### src/rtl/tx_resp_defs.sv
// Shared definitions for the TX response arbiter: FSM encoding and requester IDs.
package tx_resp_defs;

    typedef enum logic [2:0] {
        ST_IDLE        = 3'd0,
        ST_SEND_RF     = 3'd1,
        ST_SEND_ALU_LO = 3'd2,
        ST_SEND_ALU_HI = 3'd3,
        ST_SEND_ERR    = 3'd4
    } state_e;

    localparam logic [1:0] REQ_RF  = 2'd0;
    localparam logic [1:0] REQ_ALU = 2'd1;
    localparam logic [1:0] REQ_ERR = 2'd2;

    function automatic logic [1:0] next_req(input logic [1:0] r);
        return (r == REQ_ERR) ? REQ_RF : r + 2'd1;
    endfunction

    function automatic logic [1:0] prev_req(input logic [1:0] r);
        return (r == REQ_RF) ? REQ_ERR : r - 2'd1;
    endfunction

endpackage

### src/rtl/tx_resp_arbiter_rr_arb3.sv
// Three-way round-robin select: the search starts at the requester after `last`.
module rr_arb3
    import tx_resp_defs::*;
(
    input  logic [2:0] req,
    input  logic [1:0] last,
    output logic [2:0] gnt
);

    logic [1:0] idx;

    always_comb begin
        gnt = '0;
        idx = last;
        for (int i = 0; i < 3; i++) begin
            idx = next_req(idx);
            if (req[idx] && (gnt == '0))
                gnt[idx] = 1'b1;
        end
    end

endmodule

### src/rtl/tx_resp_arbiter.sv
// Drains three one-entry response slots (RF byte, ALU word, error byte) into the
// TX FIFO write port, round-robin, honouring FIFO_FULL backpressure.
module tx_resp_arbiter
    import tx_resp_defs::*;
#(
    parameter int DATA_WIDTH = 8,
    parameter int ALU_WIDTH  = 2 * DATA_WIDTH
) (
    input  logic                  CLK,
    input  logic                  RST,
    input  logic [DATA_WIDTH-1:0] RF_RD_DATA,
    input  logic                  RF_RD_VLD,
    input  logic [ALU_WIDTH-1:0]  ALU_OUT,
    input  logic                  ALU_OUT_VLD,
    input  logic [DATA_WIDTH-1:0] ERR_CODE,
    input  logic                  ERR_VLD,
    input  logic                  FIFO_FULL,
    output logic [DATA_WIDTH-1:0] WR_DATA,
    output logic                  WR_INC,
    output logic                  BUSY,
    output logic                  OVF
);

    logic                  rf_full, alu_full, err_full;
    logic [DATA_WIDTH-1:0] rf_data, err_data;
    logic [ALU_WIDTH-1:0]  alu_data;
    state_e                state;
    logic [1:0]            rr_ptr;   // next source to search from
    logic [2:0]            gnt;
    logic                  rel_rf, rel_alu, rel_err;

    assign WR_INC  = (state != ST_IDLE) && !FIFO_FULL;
    assign rel_rf  = WR_INC && (state == ST_SEND_RF);
    assign rel_alu = WR_INC && (state == ST_SEND_ALU_HI);
    assign rel_err = WR_INC && (state == ST_SEND_ERR);
    assign BUSY    = rf_full || alu_full || err_full || (state != ST_IDLE);

    rr_arb3 u_arb (
        .req  ({err_full, alu_full, rf_full}),
        .last (prev_req(rr_ptr)),
        .gnt  (gnt)
    );

    // A slot accepts new data when empty or when it is being released this cycle.
    always_ff @(posedge CLK or negedge RST) begin
        if (!RST) begin
            rf_full  <= 1'b0;
            alu_full <= 1'b0;
            err_full <= 1'b0;
            rf_data  <= '0;
            alu_data <= '0;
            err_data <= '0;
            OVF      <= 1'b0;
        end else begin
            OVF <= (RF_RD_VLD   && rf_full  && !rel_rf)  ||
                   (ALU_OUT_VLD && alu_full && !rel_alu) ||
                   (ERR_VLD     && err_full && !rel_err);

            if (RF_RD_VLD && (!rf_full || rel_rf)) begin
                rf_full <= 1'b1;
                rf_data <= RF_RD_DATA;
            end else if (rel_rf) begin
                rf_full <= 1'b0;
            end

            if (ALU_OUT_VLD && (!alu_full || rel_alu)) begin
                alu_full <= 1'b1;
                alu_data <= ALU_OUT;
            end else if (rel_alu) begin
                alu_full <= 1'b0;
            end

            if (ERR_VLD && (!err_full || rel_err)) begin
                err_full <= 1'b1;
                err_data <= ERR_CODE;
            end else if (rel_err) begin
                err_full <= 1'b0;
            end
        end
    end

    always_ff @(posedge CLK or negedge RST) begin
        if (!RST) begin
            state   <= ST_IDLE;
            rr_ptr  <= REQ_RF;
            WR_DATA <= '0;
        end else begin
            case (state)
                ST_IDLE: begin
                    if (gnt[REQ_RF]) begin
                        WR_DATA <= rf_data;
                        state   <= ST_SEND_RF;
                    end else if (gnt[REQ_ALU]) begin
                        WR_DATA <= alu_data[DATA_WIDTH-1:0];
                        state   <= ST_SEND_ALU_LO;
                    end else if (gnt[REQ_ERR]) begin
                        WR_DATA <= err_data;
                        state   <= ST_SEND_ERR;
                    end
                end
                ST_SEND_RF: if (WR_INC) begin
                    state  <= ST_IDLE;
                    rr_ptr <= next_req(REQ_RF);
                end
                ST_SEND_ALU_LO: if (WR_INC) begin
                    WR_DATA <= alu_data[ALU_WIDTH-1:DATA_WIDTH];
                    state   <= ST_SEND_ALU_HI;
                end
                ST_SEND_ALU_HI: if (WR_INC) begin
                    state  <= ST_IDLE;
                    rr_ptr <= next_req(REQ_ALU);
                end
                ST_SEND_ERR: if (WR_INC) begin
                    state  <= ST_IDLE;
                    rr_ptr <= next_req(REQ_ERR);
                end
                default: state <= ST_IDLE;
            endcase
        end
    end

endmodule

### config.mk
export PLATFORM = sky130hd
export DESIGN_NAME = tx_resp_arbiter
export DESIGN_NICKNAME = d
export VERILOG_FILES = /design/src/rtl/tx_resp_defs.sv /design/src/rtl/tx_resp_arbiter_rr_arb3.sv /design/src/rtl/tx_resp_arbiter.sv
export SDC_FILE = /design/constraint.sdc
export NUM_CORES = 1
export LEC_CHECK = 0
export ABC_AREA = 1
export ABC_CLOCK_PERIOD_IN_PS = 2500
export CORE_ASPECT_RATIO = 0.6
export CORE_UTILIZATION = 52
export DETAILED_ROUTE_END_ITERATION = 10
export HOLD_SLACK_MARGIN = 0.02
export PLACE_DENSITY_LB_ADDON = 0.25
export SLEW_MARGIN = 10
export SYNTH_ARGS = -nofsm -noshare
export SYNTH_HDL_FRONTEND = slang
export SYNTH_SLANG_ARGS = --single-unit
### constraint.sdc
create_clock -name CLK -period 2.5 [get_ports CLK]
set_input_delay 0.375 -clock CLK [delete_from_list [all_inputs] [get_ports CLK]]
set_output_delay 0.375 -clock CLK [all_outputs]
set_load 0.1 [all_outputs]
After elaboration in Yosys (flattened, before gate mapping)
Cells that the tools add are included.
{"block": "totals", "register_bits": 49, "word_cells": 122, "inputBits": 38, "out_inout_bits": 11}
{"block": "op_classes", "reduce_logical": 47, "add_sub_neg": 4, "magnitude_cmp": 6, "mux": 40, "n_eq_ne": 13, "bitwise": 2}
{"cell": "2-to-1 mux 8 bit", "count": 4}
{"cell": "2-to-1 mux 3 bit", "count": 8}
{"cell": "logical AND 1 bit", "count": 18}
{"cell": "case mux 8 bit (2 select lines)", "count": 1}
{"cell": "2-to-1 mux 2 bit", "count": 7}
{"cell": "2-to-1 mux 1 bit", "count": 12}
{"cell": "logical NOT 3 bit", "count": 3}
{"cell": "< comparator 2 x 3 -> 1 bit, second input constant", "count": 3}
{"cell": "case mux 3 bit (3 select lines)", "count": 1}
{"cell": "logical OR 1 bit", "count": 8}
{"cell": "!= test 2 bit, second input constant", "count": 4}
{"cell": "nonzero test 2 bit", "count": 4}
{"cell": "logical NOT 1 bit", "count": 7}
{"cell": "adder 2 x 1 -> 2 bit, second input constant", "count": 3}
{"cell": "binary-select mux 1 bit (select 2 bit)", "count": 3}
{"cell": "demux 1 bit (select 2 bit)", "count": 3}
{"cell": "equality test 2 bit, second input constant", "count": 3}
{"cell": "equality test 3 x 2 -> 1 bit, second input constant", "count": 2}
{"cell": "greater-or-equal comparator 2 x 1 -> 1 bit, second input constant", "count": 3}
{"cell": "OR 3 bit", "count": 2}
{"cell": "case mux 2 bit (3 select lines)", "count": 1}
{"cell": "AND reduction 3 bit", "count": 2}
{"cell": "nonzero test 3 bit", "count": 2}
{"cell": "!= test 4 bit, second input constant", "count": 1}
{"cell": "other kinds (7)", "count": 7}

Longest topological paths before layout
{"block": "logic_depth", "word_depth": 19, "depth_mapped": 19, "ltp_nobuf": 17}

By module
Synthesis repeated with hierarchy kept, for this count alone.
{"block": "unflattened", "cells_unflattened": 342, "hier_area_um2": 2570.0}
{"module": "tx_resp_arbiter", "seq_area_each_um2": 1226.2, "instances": 1, "cells_per_inst": 299, "area_per_inst_um2": 2378.5}
{"module": "rr_arb3", "seq_area_each_um2": 0.0, "instances": 1, "cells_per_inst": 43, "area_per_inst_um2": 191.4}

Worst setup path after synthesis
No wires, ideal clock.
{"block": "synth_path", "path_type": "register to register", "start": "register rr_ptr[0]", "end": "register WR_DATA[0]", "synth_period_minus_slack_ns": 2.272, "n_path_buf": 1, "slack_ns": 0.228, "arrival_time_ns": 2.152, "required_time_ns": 2.380, "stages_incl_launch_ff": 16, "setup_time_ns": 0.120, "path_cell_list": "dfrtp_1 > inv_1 > ha_1 > buf_6 > nand2_1 > nand3_1 > nand2_2 > inv_1 > a31oi_1 > nand2_2 > o21ai_4 > nor2_4 > a21oi_4 > inv_4 > nand2_1 > nand2_1"}
{"block": "synth_between", "elab_chain_cells": 18, "word_cells_on_any_way": 47, "cone_classes": "add/sub: 4; order compare: 6; eq/ne: 4; mux: 22; bitwise: 2; reduce/logical: 9"}
{"item": "start: declaration", "line_no": "tx_resp_arbiter.sv:28", "text": "logic [1:0] rr_ptr;"}
{"item": "start signal: assignment", "line_no": "tx_resp_arbiter.sv:103", "text": "rr_ptr <= next_req(REQ_RF);"}
{"item": "start signal: assignment", "line_no": "tx_resp_arbiter.sv:111", "text": "rr_ptr <= next_req(REQ_ALU);"}
{"item": "start signal: assignment", "line_no": "tx_resp_arbiter.sv:115", "text": "rr_ptr <= next_req(REQ_ERR);"}
{"item": "subtractor 2 x 1 -> 2 bit / logical NOT 2 bit (equally long branches)", "line_no": "tx_resp_defs.sv:21", "text": "return (r == REQ_RF) ? REQ_ERR : r - 2'd1;"}
{"item": "2-to-1 mux 2 bit *", "line_no": "tx_resp_defs.sv:21"}
{"item": "adder 2 x 1 -> 2 bit / equality test 2 bit (equally long branches)", "line_no": "tx_resp_defs.sv:17", "text": "return (r == REQ_ERR) ? REQ_RF : r + 2'd1;"}
{"item": "2-to-1 mux 2 bit *", "line_no": "tx_resp_defs.sv:17"}
{"item": "parallel branches: the longest is 10 deep, another holds < comparator 2 x 3 -> 1 bit"}
{"item": "2-to-1 mux 3 bit *", "line_no": "tx_resp_arbiter_rr_arb3.sv:17", "text": "if (req[idx] && (gnt == '0))"}
{"item": "2-to-1 mux 8 bit", "line_no": "tx_resp_arbiter.sv:93", "text": "end else if (gnt[REQ_ALU]) begin"}
{"item": "2-to-1 mux 8 bit", "line_no": "tx_resp_arbiter.sv:90", "text": "if (gnt[REQ_RF]) begin"}
{"item": "case mux 8 bit (2 select lines)", "line_no": "tx_resp_arbiter.sv:88", "text": "case (state)"}
{"item": "end signal: assignment", "line_no": "tx_resp_arbiter.sv:91", "text": "WR_DATA <= rf_data;"}
{"item": "end signal: assignment", "line_no": "tx_resp_arbiter.sv:94", "text": "WR_DATA <= alu_data[DATA_WIDTH-1:0];"}
{"item": "end signal: assignment", "line_no": "tx_resp_arbiter.sv:97", "text": "WR_DATA <= err_data;"}
{"item": "end: declaration", "line_no": "tx_resp_arbiter.sv:18", "text": "output logic [DATA_WIDTH-1:0] WR_DATA,"}
Mark *: on every way between the ends. The select of a mux whose other input is x is not followed.
A chain may end at the register's enable or synchronous reset.

Worst setup path after layout
{"block": "layout_path", "start": "register rr_ptr[1]", "end": "register WR_DATA[1]"}
The elaborated chain is that of the path after synthesis.

==> flow_summary.json <==
{
  "placementRows": 19,
  "synth_flop_cell": "dfrtp_1",
  "dp_slack_ps": 113,
  "finalHoldViolations": 0,
  "critPathMaxFanout": 9,
  "utilization": 0.713,
  "setup_ws_ps": 118,
  "drv_cap": 0,
  "worst_pin_slew_ps": 685,
  "grt_pass1_wl_um": 10200,
  "drtIter0Drc": 201,
  "place_congestion": 0.919,
  "ios": 49,
  "layout.nets": 381,
  "antenna_found_initial": 0,
  "worstPathRequired_ps": 2690,
  "multi_input_area_mm2": 0.00119,
  "antenna_left": 0,
  "setup_violations": 0,
  "clk_latency_ps": 300,
  "viasPerCell": 5.32,
  "hold_buffers": 0,
  "arrival_ps": 2580,
  "cts-htree-levels": 2,
  "register_area_mm2": 0.00123,
  "fin_crit_ps": 2380,
  "cp.buffers_inverters": 4,
  "timing.final.crit_share": 0.953,
  "avgSynthCellArea_um2": 9.28,
  "synth_cells": 274,
  "cts_buffer_depth": 2,
  "grt_overflow": 0,
  "syn2layout_area_growth_pct": 30.0,
  "yosysUniqueCellTypes": 29,
  "synthesis.area_mm2": 0.00254,
  "fp.dieH_um": 56.2,
  "cpLargestDelayFamily": "simple AND/OR/NAND/NOR gates",
  "fp.coreArea_mm2": 0.00464,
  "start_kind": "flip-flop",
  "worstSetupPathType": "reg -> reg",
  "layout-drive-gt1-share": 0.265,
  "fin_skew_ps": 10.8,
  "cts.clk_slew.worst_paths_ps": 80,
  "placed_cells": 390,
  "syn_nets": 316,
  "synth_edf_count": 0,
  "synth_top_area_frac": 0.482,
  "wire_per_inst_um": 15.8,
  "die_width_um": 92.3,
  "ys_seq_area_frac": 0.482,
  "wirelength_um": 6350,
  "die_area_mm2": 0.00518,
  "fmax_ghz": 0.420,
  "slowest_stage": "dfrtp_1",
  "rsz0062_at_grt": "yes",
  "final_common_cell": "nand2_1",
  "grt_max_degree": 31,
  "cts_tree": "built",
  "rrSetupSlack_ps": 120,
  "synth_top_area_cell": "dfrtp_1",
  "drtPass1Iterations": 4,
  "instances_no_fill": 403,
  "end_kind": "flip-flop",
  "n_fill_cell": 358,
  "initial_core_util": 0.548,
  "path_cells": "inv_1, ha_2, nor2_1, nand2_2, inv_1, nor2_4, nand3_2, nand3_2, nor2_4, nand3_2, nand2_2, nor2_4, a21oi_4, buf_12, inv_4, nand2_1, nand2_1",
  "most-common-layout-cells": "nand2_1 (55), dfrtp_1 (49), clkdlybuf4s50_1 (36), inv_1 (29)",
  "finalMaxSlewViolations": 0,
  "async_flop_share": 1.00,
  "cts-root-buf": "clkbuf_8",
  "vias": 2145,
  "hold_path.class": "in -> async",
  "ys_seq_elements": 49,
  "fin_setup_tns_ps": 0,
  "io_buffers": 48,
  "grt_use_total": 0.262,
  "status": "complete, no violations",
  "ys_warn_count": 0,
  "clkSinkCount": 49,
  "slew_headroom": 0.543,
  "num_antenna_cells": 0,
  "synthTopCellsByArea": "dfrtp_1 (48%), mux2_2 (11%), nand2_1 (8.3%)",
  "crit_path_max_incr_delay_ps": 380,
  "hpwl_um": 4840,
  "drc": 0,
  "cts_made_buffers": 5,
  "grt_pass1_vias": 1995
}
-- logic make-up (layout without fill, tap and decap cells) --
kind of cell / Yosys count / in the layout / share of synthesized area
flip-flops: 49 / 49 / 0.482
adder cells (fa/ha/maj): 4 / 4 / 0.0197
buffers and inverters: 39 / 105 / 0.0659
AND/OR/NAND/NOR: 120 / 120 / 0.229
AO/OA/AOI/OAI: 38 / 38 / 0.0970
multiplexers: 24 / 24 / 0.106
-- synthesized netlist by cell type (2+ instances only) --
cell type	instances
nand2_1	56
dfrtp_1	49
inv_1	29
mux2_2	24
nand3_1	19
nor2_1	19
a21oi_1	17
nand4_1	10
o21ai_0	9
nand2_2	7
ha_1	4
nand3_2	4
o21ai_1	4
clkbuf_1	3
inv_2	3
nor2_4	3
buf_6	2
-- routing by layer --
metal	routed length, um	up-vias	GRT usage
met1	3160	1018	0.427
met5	0	-	0
li1	-	1040	-
met3	585	2	0.0751
met4	15	0	0.0402
met2	2590	85	0.344
-- sequential cells by signal, indices dropped and copies added, names as in the netlist, 2 cells and up --
signal    flops
rf_data       8
WR_DATA       8
alu_data     16
err_data      8
state         3
rr_ptr        2
-- per-stage QoR --
step | area (um2) | hold WS, ps
floorplan | 2540 | 79.4
global placement | 3120 | 456
detailed placement | 3120 | 451
CTS | 3210 | 132
global route | 3310 | 157
finish | 3310 | 112
-- cell type report --
cell class / instances / area share
flip-flops and latches: 49 / 0.371
clock buffers: 5 / 0.0208
multi-input cells: 186 / 0.360
well taps: 63 / 0.0238
inverters: 33 / 0.0382
repair buffers: 64 / 0.181
clock inverters: 3 / 0.00530
-- path summary, 6_finish.rpt --
check,to,startpoint,depth (start not counted)
max,WR_DATA[1]$_DFFE_PN0P_,rr_ptr[1]$_DFFE_PN0P_,17
min,rf_data[5]$_DFFE_PN0P_,RST,1
max reg2reg,WR_DATA[1]$_DFFE_PN0P_,rr_ptr[1]$_DFFE_PN0P_,17
min reg2reg,WR_DATA[7]$_DFFE_PN0P_,WR_DATA[7]$_DFFE_PN0P_,2
max in group asynchronous,rf_data[0]$_DFFE_PN0P_,RST,2
min in group CLK,WR_DATA[7]$_DFFE_PN0P_,WR_DATA[7]$_DFFE_PN0P_,2
-- timing repair --
item,4_1_cts,5_1_grt
setup buffers,0,5
setup endpoints to repair,0,9
hold endpoints to repair,0,0
resized for setup,0,10
Power is left out: the tool's default activity adds up to more than one toggle a clock period on the data nets, which glitch-free logic cannot reach.
